## src/rtl/ab_seq_arbiter.sv

```systemverilog
// Round-robin arbiter sharing one 2-bit Gray sequence (A,B).
// Each owner gets a burst of BURST steps, then one RELEASE cycle.
module ab_seq_arbiter #(
  parameter int NREQ  = 4,
  parameter int BURST = 3
) (
  input  logic            clk,
  input  logic            reset,
  input  logic [NREQ-1:0] req,
  output logic [NREQ-1:0] gnt,
  output logic            busy,
  output logic            step,
  output logic            A,
  output logic            B,
  output logic [NREQ-1:0] done,
  output logic [3:0]      remain
);

  localparam int IW = (NREQ > 1) ? $clog2(NREQ) : 1;

  typedef enum logic [1:0] {
    IDLE,
    GRANT,
    RELEASE
  } state_t;

  state_t          state;
  state_t          state_nx;
  logic [IW-1:0]   owner;
  logic [IW-1:0]   owner_nx;
  logic [IW-1:0]   last_owner;
  logic [IW-1:0]   last_owner_nx;
  logic [IW-1:0]   pick;
  logic [IW-1:0]   cand;
  logic            any_req;
  logic [NREQ-1:0] gnt_nx;
  logic [NREQ-1:0] done_nx;
  logic [3:0]      remain_nx;
  logic [1:0]      ab;
  logic [1:0]      ab_nx;
  logic [1:0]      ab_gray;

  // first requester at or after last_owner+1, wrapping modulo NREQ
  always_comb begin
    pick    = last_owner;
    cand    = last_owner;
    any_req = 1'b0;
    for (int i = 1; i <= NREQ; i++) begin
      cand = IW'((int'(last_owner) + i) % NREQ);
      if (!any_req && req[cand]) begin
        any_req = 1'b1;
        pick    = cand;
      end
    end
  end

  always_comb begin
    ab_gray = 2'b00;
    unique case (ab)
      2'b00:   ab_gray = 2'b01;
      2'b01:   ab_gray = 2'b11;
      2'b11:   ab_gray = 2'b10;
      default: ab_gray = 2'b00;
    endcase
  end

  always_comb begin
    state_nx      = state;
    owner_nx      = owner;
    last_owner_nx = last_owner;
    gnt_nx        = gnt;
    done_nx       = '0;
    remain_nx     = remain;
    ab_nx         = ab;
    step          = 1'b0;
    unique case (state)
      IDLE: begin
        if (any_req) begin
          owner_nx  = pick;
          gnt_nx    = NREQ'(1) << pick;
          remain_nx = 4'(BURST);
          state_nx  = GRANT;
        end
      end
      GRANT: begin
        step = req[owner];
        if (step) begin
          ab_nx     = ab_gray;
          remain_nx = remain - 4'd1;
          if (remain == 4'd1) begin
            state_nx       = RELEASE;
            gnt_nx         = '0;
            done_nx[owner] = 1'b1;
            remain_nx      = 4'd0;
          end
        end else begin
          // owner dropped req: abort without done
          state_nx  = RELEASE;
          gnt_nx    = '0;
          remain_nx = 4'd0;
        end
      end
      RELEASE: begin
        last_owner_nx = owner;
        state_nx      = IDLE;
      end
      default: state_nx = IDLE;
    endcase
  end

  always_ff @(posedge clk) begin
    if (reset) begin
      state      <= IDLE;
      owner      <= '0;
      last_owner <= IW'(NREQ - 1);
      gnt        <= '0;
      done       <= '0;
      remain     <= '0;
      ab         <= '0;
    end else begin
      state      <= state_nx;
      owner      <= owner_nx;
      last_owner <= last_owner_nx;
      gnt        <= gnt_nx;
      done       <= done_nx;
      remain     <= remain_nx;
      ab         <= ab_nx;
    end
  end

  assign busy = (state != IDLE);
  assign A    = ab[1];
  assign B    = ab[0];

endmodule

```

## config.mk

```make
export PLATFORM = sky130hd
export DESIGN_NAME = ab_seq_arbiter
export DESIGN_NICKNAME = d
export VERILOG_FILES = /design/src/rtl/ab_seq_arbiter.sv
export SDC_FILE = /design/constraint.sdc
export NUM_CORES = 1
export LEC_CHECK = 0
export ABC_AREA = 1
export CAP_MARGIN = 20
export CORE_MARGIN = 5
export CORE_UTILIZATION = 39
export DETAILED_ROUTE_END_ITERATION = 10
export PLACE_DENSITY = 0.71
export SYNTH_ARGS = -nofsm -noshare
export SYNTH_HDL_FRONTEND = slang
export SYNTH_SLANG_ARGS = --single-unit
```

## constraint.sdc

```tcl
create_clock -name clk -period 1.5 [get_ports clk]
set_clock_uncertainty 0.05 [all_clocks]
set_input_delay 0.3 -clock clk [delete_from_list [all_inputs] [get_ports clk]]
set_output_delay 0.3 -clock clk [all_outputs]
set_load 0.05 [all_outputs]
```

**Word-level counts from Yosys, hierarchy flattened**

Cells that the tools add are included.

- Reductions and logical operators: 17
- Eq/ne operators: 7
- Order comparisons: 6
- Bitwise operators: 3
- Add/sub/neg operators: 5
- Shift-type cells: 1
- Mux-type cells: 34

Operators with widths:

| kind | count |
|---|---|
| 4-bit two-way mux | 6 |
| 4-bit one-hot mux with 2 select lines | 2 |
| 2-bit by 3-bit < comparator with 1-bit output (second input constant) | 5 |
| 2-bit two-way mux | 7 |
| 1-bit two-way mux | 11 |
| 1-bit binary-select mux with 2-bit select | 5 |
| 2-bit AND reduction | 4 |
| 2-bit one-hot mux with 3 select lines | 1 |
| 2-bit by 1-bit adder with 2-bit output (second input constant) | 2 |
| 2-bit adder (second input constant) | 2 |
| 2-bit by 1-bit equality test with 1-bit output (second input constant) | 2 |
| 2-bit equality test (second input constant) | 2 |
| 4-bit by 1-bit equality test with 1-bit output (second input constant) | 1 |
| 1-bit logical AND | 4 |
| 2-bit logical NOT | 2 |
| 2-bit one-hot mux with 2 select lines | 1 |
| 2-bit nonzero test | 2 |
| 4-bit OR reduction | 1 |
| 1-bit by 2-bit << shifter with 4-bit output (first input constant) | 1 |
| 4-bit by 1-bit subtractor with 4-bit output (second input constant) | 1 |
| 1-bit logical NOT | 3 |
| 3-bit != test (second input constant) | 1 |
| 1-bit inverter | 3 |
| 3-bit AND reduction | 1 |
| other kinds (3) | 3 |

- Register bits after elaboration: 20
- Input bits: 6
- Word-level logic and storage cells: 80
- Output and inout bits: 16

**Longest topological paths before layout**

- Word-level depth: 16
- Mapped depth: 13
- Gate-level depth less buffers: 12

**Worst setup path before layout**

No wires, ideal clock.

- Kind: flip-flop to flip-flop
- Start: register owner[0]
- End: register done[0]
- Buffers on the path: 0
- Setup time: 0.080 ns
- Cell stages (with the launch flop): 10
- Clock period less this slack: 1.671 ns
- Arrival time: 1.542 ns
- Data required time: 1.370 ns
- Setup slack: -0.171 ns
- Cell sequence: dfxtp_1 > inv_1 > nand2_1 > o21ai_0 > inv_1 > nand2_1 > nand2_1 > inv_1 > nand3_1 > nor3_1

- Word-level cells in the longest chain between the ends: 4
- Elaborated cells between the ends (all ways): 9
- Those cells by class: 2 x order compare; 4 x mux; 1 x bitwise; 2 x reduce/logical

Ends and longest elaborated chain:

| item | RTL line | RTL |
|---|---|---|
| start: declaration | 29 | `logic [IW-1:0] owner;` |
| start signal: assignment | 122 | `owner <= owner_nx;` |
| 2-bit by 3-bit < comparator with 1-bit output (not written as such) (tied with other cells) | 93 | `done_nx[owner] = 1'b1;` |
| 1-bit logical AND (not written as such) or 1-bit two-way mux (tied branches) | 93, 86 |  |
| 1-bit two-way mux (not written as such) or 1-bit inverter (tied branches) | n/a |  |
| 1-bit demux with 2-bit select or 4-bit OR reduction (tied branches) | n/a |  |
| end signal: assignment | 125 | `done <= done_nx;` |
| end: declaration | 15 | `output logic [NREQ-1:0] done,` |

Several ways; a longest one is shown, not always the timed one. The select of a mux whose other input is x is not followed.
A chain may end at the register's enable or synchronous reset.

**Worst setup path in the final report**

- Start: register owner[0]
- End: output step

- Word-level cells in the longest chain between the ends: 3

Ends and longest elaborated chain:

| item | RTL line | RTL |
|---|---|---|
| 1-bit binary-select mux with 2-bit select | 86 | `step = req[owner];` |
| 1-bit two-way mux (not written as such) | 86 |  |
| 1-bit two-way mux | 76 | `unique case (state)` |
| end: declaration | 12 | `output logic step,` |

Every way passes these cells. The select of a mux whose other input is x is not followed.

==> reports/qor.txt <==
Area grow syn2layout - 88.7%
Vias post-DR - 1432
Clk pin slew, worst setup/hold paths - 0.12 ns
Critical Path Start Type - flop
Cell Rows - 20
CP peak stage delay - 0.36 ns
Die area - 4250 µm²
Post-synthesis register bit count - 20
Synthesis Warnings - 0
First-pass GRT wire length - 5850 µm
Max FO, Critical Path - 4
IO buf count - 21
WHS - 0.469 ns
CTS Root Cell - clkbuf_4
NumNets Final - 245
F_max - 0.575 GHz
CTS tree - done
Vias in the first global route - 1331
Max-Cap Viols - 0
Pleak - 0.000999 µW
Mapped Cells - 176
Worst Path Buf+Inv - 4
GR met2 Demand/Resource - 30.7%
Total GRT Usage - 17.5%
Worst setup path class - flop to output port
Syn Std Cell Area - 1190 µm²
Sequential share of the synthesized area - 33.7%
Post-route ant nets - 0
CTS H-Tree Depth - 1
Pwr per Cell Area - 2130 nW/µm²
Fin worst setup slack - -0.240 ns
Synthesized area per cell - 6.75 µm²
Unique cell type count in the Yosys netlist - 22
Violated checks - setup timing
Final setup vio count - 15
CP Capture Type - output port
Hold WC Path Type - flop to flop
Commonest non-fill, non-tap cell in the layout - buf_4
Initial DRC Count - 74
Initial antenna violation count - 0
Final hold violations - 0
Crit-path slowest cell - dfxtp_2
Final core utilization - 75.3%
Final Critical Period - 1.74 ns
Commonest cells after routing, fill and taps aside - 29 x buf_4, 23 x nand2_1, 21 x nand2_2, 16 x nand3_2, 16 x buf_12
CTS buffer count - 3
CTS Sinks - 20
Arr. time, crit path - 1.39 ns
Final Max Tran Viols - 0
Largest net degree at the start of global routing - 12
Post-DP HPWL - 2180 µm
Ratio of final minimum period to clock period - 116%
Initial Utilization - 39.9%
WL final - 4290 µm
Placed insts - 246
Layout cell share with drive strength beyond 1 - 64.0%
Peak supply drop - 1.61 mV
GRT met3 Usage - 2.74%
Outcome - finished, violations left
Post-synthesis net count - 184
Data required, critical path - 1.15 ns
Top cell family by delay on the critical path - buffers and inverters
Relative slew slack - 77.3%
Global-route layer with the greatest usage - met2
GRT overflow - 0
Met1 Usage GRT - 20.5%
IO Pins - 22
Clock Path Buffers - 2
CP most frequent cell - nand2_2
Layout Cells excl Fill - 269
Core ar. - 2980 µm²
Crit-path cells - inv_2 > nand2_2 > o21ai_2 > inv_1 > nand2_2 > nand2_4 > clkinvlp_4 > buf_12
Drt wl/cell - 16.0 µm
Via density - 5.32
DIE WIDTH - 65.2 µm
Die Height - 65.2 µm
Detailed-route DRC error count - 0
Worst-skew pair later-pin latency - 0.30 ns
Pre-Repair DR Iteration Count - 4
Placement Setup Slack - -0.413 ns
GPL Wtd Cong - 0.860
Least-Margin Pin Slew - 0.339 ns
Ant. Diodes - 0
RSZ-0062 raised after global routing - true
[metal layers]
metal | vias to the layer above | share of wire (%)
met5 | - | 0
met3 | 16 | 3.2
met1 | 692 | 39
met2 | 43 | 55
li1 | 681 | -
met4 | 0 | 3.4
[cell usage after synthesis]
library cell / n / area, µm²
inv_2: 4 / 15.0
nand3_2: 1 / 10.0
or2_2: 1 / 6.26
xor2_1: 1 / 8.76
clkbuf_1: 1 / 3.75
nand2_1: 45 / 169
nor3_1: 4 / 20.0
a21oi_1: 11 / 55.1
nand2_4: 5 / 56.3
nor2_1: 17 / 63.8
nand2_2: 10 / 62.6
inv_4: 1 / 6.26
buf_6: 3 / 33.8
inv_1: 16 / 60.1
nor2_4: 1 / 11.3
ha_1: 2 / 25.0
o21ai_1: 2 / 10.0
nand3_1: 21 / 105
nand3_4: 1 / 17.5
o21bai_1: 1 / 7.51
dfxtp_1: 20 / 400
o21ai_0: 8 / 40.0
[flip-flops by register name, indices dropped and copies added, names as in the netlist]
register and count:
ab 2, last_owner 2, owner 2, gnt 4, remain 4, done 4
state 2
[worst min-delay path, delay by kind of cell, from the launching register on]
kind,cells,cell delay (ns)
compound gates,1,0.04
flops,1,0.36
simple gates,1,0.09
[layout make-up]
cell class                 count  area [µm²]
multi-input combinational    131         957
fill                         204         737
timing repair buffer          60         699
sequential                    20         414
inverter                      21        92.6
tap                           33        41.3
clock buffer                   4        36.3
[report_power, final]
group          switching [µW]  total [µW]  internal, µW
registers                 218         920           701
logic                    1960        3550          1590
clock network             167         315           148
[stage by stage]
step	instance area, µm²	TNS, ns	power [µW]
global placement	1720	-6.16	3270
CTS	1980	-0.497	4100
floorplan	1200	0	2320
detailed placement	1720	-6.47	3290
finish	2240	-2.01	4780
global route	2240	-3.40	5050
[path summary, 6_finish.rpt]
| kind | start | to | slack (ns) | cells past startpoint |
|---|---|---|---|---|
| setup / recovery | owner[0] | step | -0.24 | 8 |
| setup reg to reg | last_owner[0] | owner[0] | -0.20 | 12 |
| hold reg to reg | gnt[3] | gnt[3] | 0.47 | 2 |
| hold / removal | gnt[3] | gnt[3] | 0.47 | 2 |
[cells by family (layout without fill, tap and decap cells)]
| kind of cell | after synthesis | in the layout | synth area share (%) |
|---|---|---|---|
| flip-flops | 20 | 20 | 33.7 |
| AND/OR/NAND/NOR | 106 | 106 | 43.9 |
| buffers and inverters | 25 | 85 | 10.0 |
| XOR/XNOR | 1 | 1 | 0.738 |
| adder cells (fa/ha/maj) | 2 | 2 | 2.11 |
| AO/OA/AOI/OAI | 22 | 22 | 9.48 |
[what timing repair did]
action                                  in CTS  in global routing
gates resized for setup                     45                 57
hold buffers                                 0                  0
pin swaps                                   14                 30
buffers inserted                            14                  5
endpoints found under the setup margin      16                 18
No activity file was read; power rests on OpenSTA's default activity.
